### src/rtl/board_controller.sv
// Occupancy board with move validation, turn tracking and a sequential line-of-WIN_LEN scan per placed piece.
// Optional DRAW_DETECT_EN: a full board with no winner ends the game as a draw (winner=11).
module board_controller #(
  parameter int BOARD_SIZE = 10,
  parameter int WIN_LEN    = 4
) (
  input  logic       clk,
  input  logic       reset,
  input  logic [3:0] x_in,
  input  logic [3:0] y_in,
  input  logic       coord_valid,
  input  logic [3:0] rd_x,
  input  logic [3:0] rd_y,
  output logic [1:0] rd_cell,
  output logic       current_player,
  output logic       move_ok,
  output logic       move_err,
  output logic       busy,
  output logic       game_over,
  output logic [1:0] winner,
  output logic [6:0] tri_moves,
  output logic [6:0] cir_moves
);

  localparam int         NCELL  = BOARD_SIZE * BOARD_SIZE;
  localparam int         IW     = $clog2(NCELL);
  localparam logic [3:0] BS4    = 4'(BOARD_SIZE);
  localparam logic [3:0] KMAX   = 4'(WIN_LEN - 1);
  localparam logic [3:0] WL4    = 4'(WIN_LEN);
  localparam logic [7:0] NCELL8 = 8'(NCELL);

  typedef enum logic [1:0] {IDLE, SCAN, OVER} state_t;

  state_t             r_state;
  logic [1:0]         r_board [NCELL];
  logic [3:0]         r_px, r_py;
  logic [1:0]         r_dir;
  logic               r_neg;
  logic [3:0]         r_k;
  logic [3:0]         r_run;
  logic signed [4:0]  r_cx, r_cy;
  logic               r_player;
  logic               r_move_ok, r_move_err, r_busy, r_game_over;
  logic [1:0]         r_winner;
  logic [6:0]         r_tri, r_cir;

  function automatic logic signed [4:0] f_dx(input logic [1:0] d);
    return (d == 2'd1) ? 5'sd0 : 5'sd1;
  endfunction

  function automatic logic signed [4:0] f_dy(input logic [1:0] d);
    case (d)
      2'd0:    return 5'sd0;
      2'd3:    return -5'sd1;
      default: return 5'sd1;
    endcase
  endfunction

  function automatic logic [IW-1:0] f_idx(input logic [3:0] x, input logic [3:0] y);
    return IW'(int'(y) * BOARD_SIZE + int'(x));
  endfunction

  logic [1:0]        w_code;
  logic [IW-1:0]     w_in_idx, w_rd_idx, w_cand_idx;
  logic              w_cand_in, w_match;
  logic [3:0]        w_run_inc;
  logic signed [4:0] w_dx, w_dy, w_sdx, w_sdy, w_ndx, w_ndy, w_px5, w_py5;
  logic [7:0]        w_total;

  assign w_code     = r_player ? 2'b10 : 2'b01;
  assign w_in_idx   = f_idx(x_in, y_in);
  assign w_rd_idx   = f_idx(rd_x, rd_y);
  assign w_cand_idx = f_idx(r_cx[3:0], r_cy[3:0]);

  // Candidates only ever step one cell past the edge, so 5-bit signed never wraps.
  assign w_cand_in  = !r_cx[4] && !r_cy[4] && (r_cx[3:0] < BS4) && (r_cy[3:0] < BS4);
  assign w_match    = w_cand_in && (r_board[w_cand_idx] == w_code);
  assign w_run_inc  = r_run + 4'd1;

  assign w_dx  = f_dx(r_dir);
  assign w_dy  = f_dy(r_dir);
  assign w_sdx = r_neg ? -w_dx : w_dx;
  assign w_sdy = r_neg ? -w_dy : w_dy;
  assign w_ndx = f_dx(r_dir + 2'd1);
  assign w_ndy = f_dy(r_dir + 2'd1);
  assign w_px5 = $signed({1'b0, r_px});
  assign w_py5 = $signed({1'b0, r_py});

  assign w_total = 8'(r_tri) + 8'(r_cir);

  assign rd_cell        = (rd_x < BS4 && rd_y < BS4) ? r_board[w_rd_idx] : 2'b00;
  assign current_player = r_player;
  assign move_ok        = r_move_ok;
  assign move_err       = r_move_err;
  assign busy           = r_busy;
  assign game_over      = r_game_over;
  assign winner         = r_winner;
  assign tri_moves      = r_tri;
  assign cir_moves      = r_cir;

  always_ff @(posedge clk or posedge reset) begin
    if (reset) begin
      r_state     <= IDLE;
      for (int i = 0; i < NCELL; i++) r_board[i] <= 2'b00;
      r_px        <= '0;
      r_py        <= '0;
      r_dir       <= '0;
      r_neg       <= 1'b0;
      r_k         <= '0;
      r_run       <= '0;
      r_cx        <= '0;
      r_cy        <= '0;
      r_player    <= 1'b0;
      r_move_ok   <= 1'b0;
      r_move_err  <= 1'b0;
      r_busy      <= 1'b0;
      r_game_over <= 1'b0;
      r_winner    <= 2'b00;
      r_tri       <= '0;
      r_cir       <= '0;
    end else begin
      r_move_ok  <= 1'b0;
      r_move_err <= 1'b0;
      case (r_state)
        IDLE: begin
          if (coord_valid) begin
            if (x_in >= BS4 || y_in >= BS4 || r_board[w_in_idx] != 2'b00) begin
              r_move_err <= 1'b1;
            end else begin
              r_board[w_in_idx] <= w_code;
              if (r_player) r_cir <= r_cir + 7'd1;
              else          r_tri <= r_tri + 7'd1;
              r_move_ok <= 1'b1;
              r_busy    <= 1'b1;
              r_px      <= x_in;
              r_py      <= y_in;
              r_dir     <= 2'd0;
              r_neg     <= 1'b0;
              r_k       <= 4'd1;
              r_run     <= 4'd1;
              r_cx      <= $signed({1'b0, x_in}) + 5'sd1;
              r_cy      <= $signed({1'b0, y_in});
              r_state   <= SCAN;
            end
          end
        end

        SCAN: begin
          if (w_match && w_run_inc == WL4) begin
            r_winner    <= w_code;
            r_game_over <= 1'b1;
            r_busy      <= 1'b0;
            r_state     <= OVER;
          end else if (w_match && r_k != KMAX) begin
            r_k   <= r_k + 4'd1;
            r_run <= w_run_inc;
            r_cx  <= r_cx + w_sdx;
            r_cy  <= r_cy + w_sdy;
          end else if (!r_neg) begin
            // Run carries over into the negative phase of the same direction.
            r_neg <= 1'b1;
            r_k   <= 4'd1;
            if (w_match) r_run <= w_run_inc;
            r_cx  <= w_px5 - w_dx;
            r_cy  <= w_py5 - w_dy;
          end else if (r_dir != 2'd3) begin
            r_dir <= r_dir + 2'd1;
            r_neg <= 1'b0;
            r_k   <= 4'd1;
            r_run <= 4'd1;
            r_cx  <= w_px5 + w_ndx;
            r_cy  <= w_py5 + w_ndy;
          end else begin
            r_busy <= 1'b0;
`ifdef DRAW_DETECT_EN
            if (w_total == NCELL8) begin
              r_winner    <= 2'b11;
              r_game_over <= 1'b1;
              r_state     <= OVER;
            end else begin
              r_player <= ~r_player;
              r_state  <= IDLE;
            end
`else
            r_player <= ~r_player;
            r_state  <= IDLE;
`endif
          end
        end

        OVER: r_state <= OVER;

        default: r_state <= IDLE;
      endcase
    end
  end

endmodule

### config.mk
export PLATFORM = sky130hd
export DESIGN_NAME = board_controller
export DESIGN_NICKNAME = d
export VERILOG_FILES = /design/src/rtl/board_controller.sv
export SDC_FILE = /design/constraint.sdc
export NUM_CORES = 1
export LEC_CHECK = 0
export BUFFER_PORTS_ARGS = -buffer_cell sky130_fd_sc_hd__buf_4
export CORE_UTILIZATION = 60
export DETAILED_ROUTE_END_ITERATION = 16
export MAX_ROUTING_LAYER = met4
export PLACE_DENSITY = 0.77
export REMOVE_ABC_BUFFERS = 1
export SYNTH_ARGS = -nofsm -noshare
export SYNTH_HDL_FRONTEND = slang
export SYNTH_SLANG_ARGS = --single-unit
### constraint.sdc
create_clock -name clk -period 11.2 [get_ports clk]
set_clock_uncertainty 0.05 [all_clocks]
set_input_delay 2.24 -clock clk [delete_from_list [all_inputs] [get_ports clk]]
set_output_delay 2.24 -clock clk [all_outputs]
set_load 0.01 [all_outputs]
==> impl_metrics.env <==
export IMPL_ys_seq_area_frac=0.4008
export IMPL_cp_startpoint="rd_y[0]"
export IMPL_p_int_uw=2385
export IMPL_numCtsBuffers=27
export IMPL_clockPowerShare=0.217
export IMPL_arrival_ns=5.41
export IMPL_area_growth_pct=9.130
export IMPL_cts_resized_gates=0
export IMPL_first_pass_iters=6
export IMPL_grt_pass1_wl_mm=74.31
export IMPL_start_util=0.6176
export IMPL_vdd_drop_max_uv=259.2
export IMPL_clkLatencyLatePin_ns=0.55
export IMPL_ys_types=75
export IMPL_antenna_found_initial=2
export IMPL_grtUsageMet2=0.5564
export IMPL_grt_max_degree=113
export IMPL_synth_area_per_cell_um2=11.65
export IMPL_start_kind="primary input"
export IMPL_clkSlewWorstSetupHoldPaths_ns=0.06
export IMPL_rsz0062_at_grt="no"
export IMPL_criticalPathCategory="primary input to output pin"
export IMPL_cts_tree="built"
export IMPL_worstSetupEndpointType="output pin"
export IMPL_switching_power_uw=1722
export IMPL_fill_cells=1899
export IMPL_synth_edf_count=0
export IMPL_fp_dieW_um=163.9
export IMPL_slew_headroom=0.1680
export IMPL_core_area_um2=25470
export IMPL_placed_cells=1648
export IMPL_place_gp_congestion=0.9876
export IMPL_io_buffers=41
export IMPL_syn_inst=1351
export IMPL_finalCriticalPeriod_ns=7.698
export IMPL_avgViaCountPerCell=7.451
export IMPL_combinationalPowerShare=0.508
export IMPL_ys_seq_elements=252
export IMPL_rows=58
export IMPL_setup_violations=0
export IMPL_critPathRequiredTime_ns=8.91
export IMPL_yosysMostFrequentCell="dfrtp_1"
export IMPL_grtUsageMet1=0.4895
export IMPL_netlist_area_um2=15730
export IMPL_yosysWarnings=0
export IMPL_ys_flop_type="dfrtp_1"
export IMPL_die_y_um=163.9
export IMPL_drc_errors=0
export IMPL_track_usage=0.3793
export IMPL_synth_top_area_share=0.4008
export IMPL_hold_violations=0
export IMPL_hp_start="game_over"
export IMPL_synth_top_cells_by_area="dfrtp_1 (40%), mux4_2 (17%), o21bai_1 (7.3%), ha_1 (3.7%), mux2_2 (2.3%)"
export IMPL_yosys_top_cells_count="dfrtp_1 (252), o21bai_1 (154), mux4_2 (120), clkbuf_1 (68), nand2_1 (65)"
export IMPL_drt_iter0_drc=1882
export IMPL_cts_num_sinks=252
export IMPL_htree_levels=1
export IMPL_synth_top_cell_by_area="dfrtp_1"
export IMPL_grt_overflow=0
export IMPL_clockBufferDepth=3
export IMPL_async_reset_ff_frac=1.000
export IMPL_drv_slew=0
export IMPL_worst_pin_slew_ns=1.243
export IMPL_post_cts_buffers=0
export IMPL_wirelength_mm=47.50
export IMPL_grt_pass1_vias=12574
export IMPL_drv_cap=0
export IMPL_finalPower_uw=4108
export IMPL_top_usage_layer="met2"
export IMPL_power_frac_seq=0.275
export IMPL_crit_fanout=31
export IMPL_drive_gt1_frac=0.2233
export IMPL_use_met3=0.08510
export IMPL_die_area_um2=26870
export IMPL_period_share=0.6874
export IMPL_power_density_nw_per_um2=239.2
export IMPL_clock_root_buffer="clkbuf_16"
export IMPL_hold_path_class="register to register"
export IMPL_final_nets=1422
export IMPL_antenna_left=0
export IMPL_p_leak_uw=0.007433
export IMPL_holdBufCountCts=0
export IMPL_fin_cells=1699
export IMPL_worstReg2RegStart="r_cy[1]"
export IMPL_wl_per_cell_um=27.96
export IMPL_io_pins=42
export IMPL_setup_tns_ns=0
export IMPL_clock_fmax_ghz=0.1299
export IMPL_hpwl_mm=31.88
export IMPL_sw_frac_of_total=0.4193
export IMPL_status="finished clean"
export IMPL_num_vias=12659
per-layer routing:
layer | part of all wire | wire length (µm)
met1 | 0.38 | 17850
met2 | 0.45 | 21510
met3 | 0.11 | 5070
met4 | 0.065 | 3074
met5 | 0 | 0
final timing paths:
path                               endpoint  slack [ns]  cells after the start
min in group asynchronous           move_ok        1.75                      2
worst min register to register    game_over        0.42                      1
worst min-delay path              game_over        0.42                      1
worst max-delay path             rd_cell[0]        3.50                      9
worst max register to register      r_cx[2]        5.13                     14
max in group asynchronous       r_board[61]        7.92                      3
worst max-delay path, cell delays in order:
cell	delay, ns
buf_4	0.13
ha_2	0.72
buf_4	0.51
mux4_2	0.39
mux4_2	0.51
mux4_2	0.50
nor2_1	0.13
nor3_1	0.09
buf_4	0.15
final cells by class:
type / count / area [µm²] / area share
multi-input cells: 962 / 8932 / 0.5203
flip-flops and latches: 252 / 6307 / 0.3674
clock buffers: 41 / 808.3 / 0.04708
repair buffers: 62 / 465.4 / 0.02711
well taps: 330 / 412.9 / 0.02405
inverters: 42 / 165.2 / 0.009620
clock inverters: 7 / 70.07 / 0.004081
diodes: 3 / 7.507 / 0.0004373
logic make-up (layout without fill, tap and decap cells):
kind of cell | Yosys count | in the layout | share of synthesized area
XOR/XNOR | 47 | 47 | 0.02704
AO/OA/AOI/OAI | 413 | 413 | 0.1906
buffers and inverters | 137 | 152 | 0.03483
other | 0 | 3 | 0
AND/OR/NAND/NOR | 260 | 260 | 0.08088
adder cells (fa/ha/maj) | 56 | 56 | 0.04931
multiplexers | 186 | 186 | 0.2166
flip-flops | 252 | 252 | 0.4008
placed cells by master (no fill, tap or decap), types with 32 or more instances in the layout:
| master | count |
|---|---|
| nand2_1 | 65 |
| a21oi_1 | 44 |
| dfrtp_1 | 251 |
| xnor2_1 | 33 |
| mux4_2 | 120 |
| buf_4 | 62 |
| inv_1 | 41 |
| mux2_2 | 32 |
| ha_1 | 44 |
| o21bai_1 | 154 |
| nor2_1 | 63 |
| o21ai_0 | 59 |
power by group through the flow:
stage / Combinational, µW / Clock (µW) / Sequential [µW]
after CTS: 2050 / 894 / 1130
after global placement: 1990 / 0 / 1140
after floorplan: 1430 / 0 / 1160
after global routing: 2240 / 930 / 1140
final: 2090 / 890 / 1130
after detailed placement: 2040 / 0 / 1140
flip-flops by register name, summed over array words and instances (netlist names):
name,cells
move_err,1
r_state,2
current_player,1
r_run,4
game_over,1
r_cx,5
busy,1
move_ok,1
cir_moves,7
r_cy,5
r_neg,1
r_dir,2
tri_moves,7
r_board,200
r_k,4
winner,2
r_px,4
r_py,4
per-stage QoR:
step	cell area, µm²	hold WS (ns)	util	setup slack (ns)
2_1_floorplan	15340	0.3966	-	1.982
3_3_place_gp	16280	0.4064	0.6390	3.507
3_5_place_dp	16280	0.4135	0.6390	3.418
4_1_cts	17160	0.4265	0.6735	3.531
5_1_grt	17170	0.4480	0.6739	3.391
6_report	17170	0.4205	0.6740	3.502
Note: power is estimated with default switching activity, not from simulation.
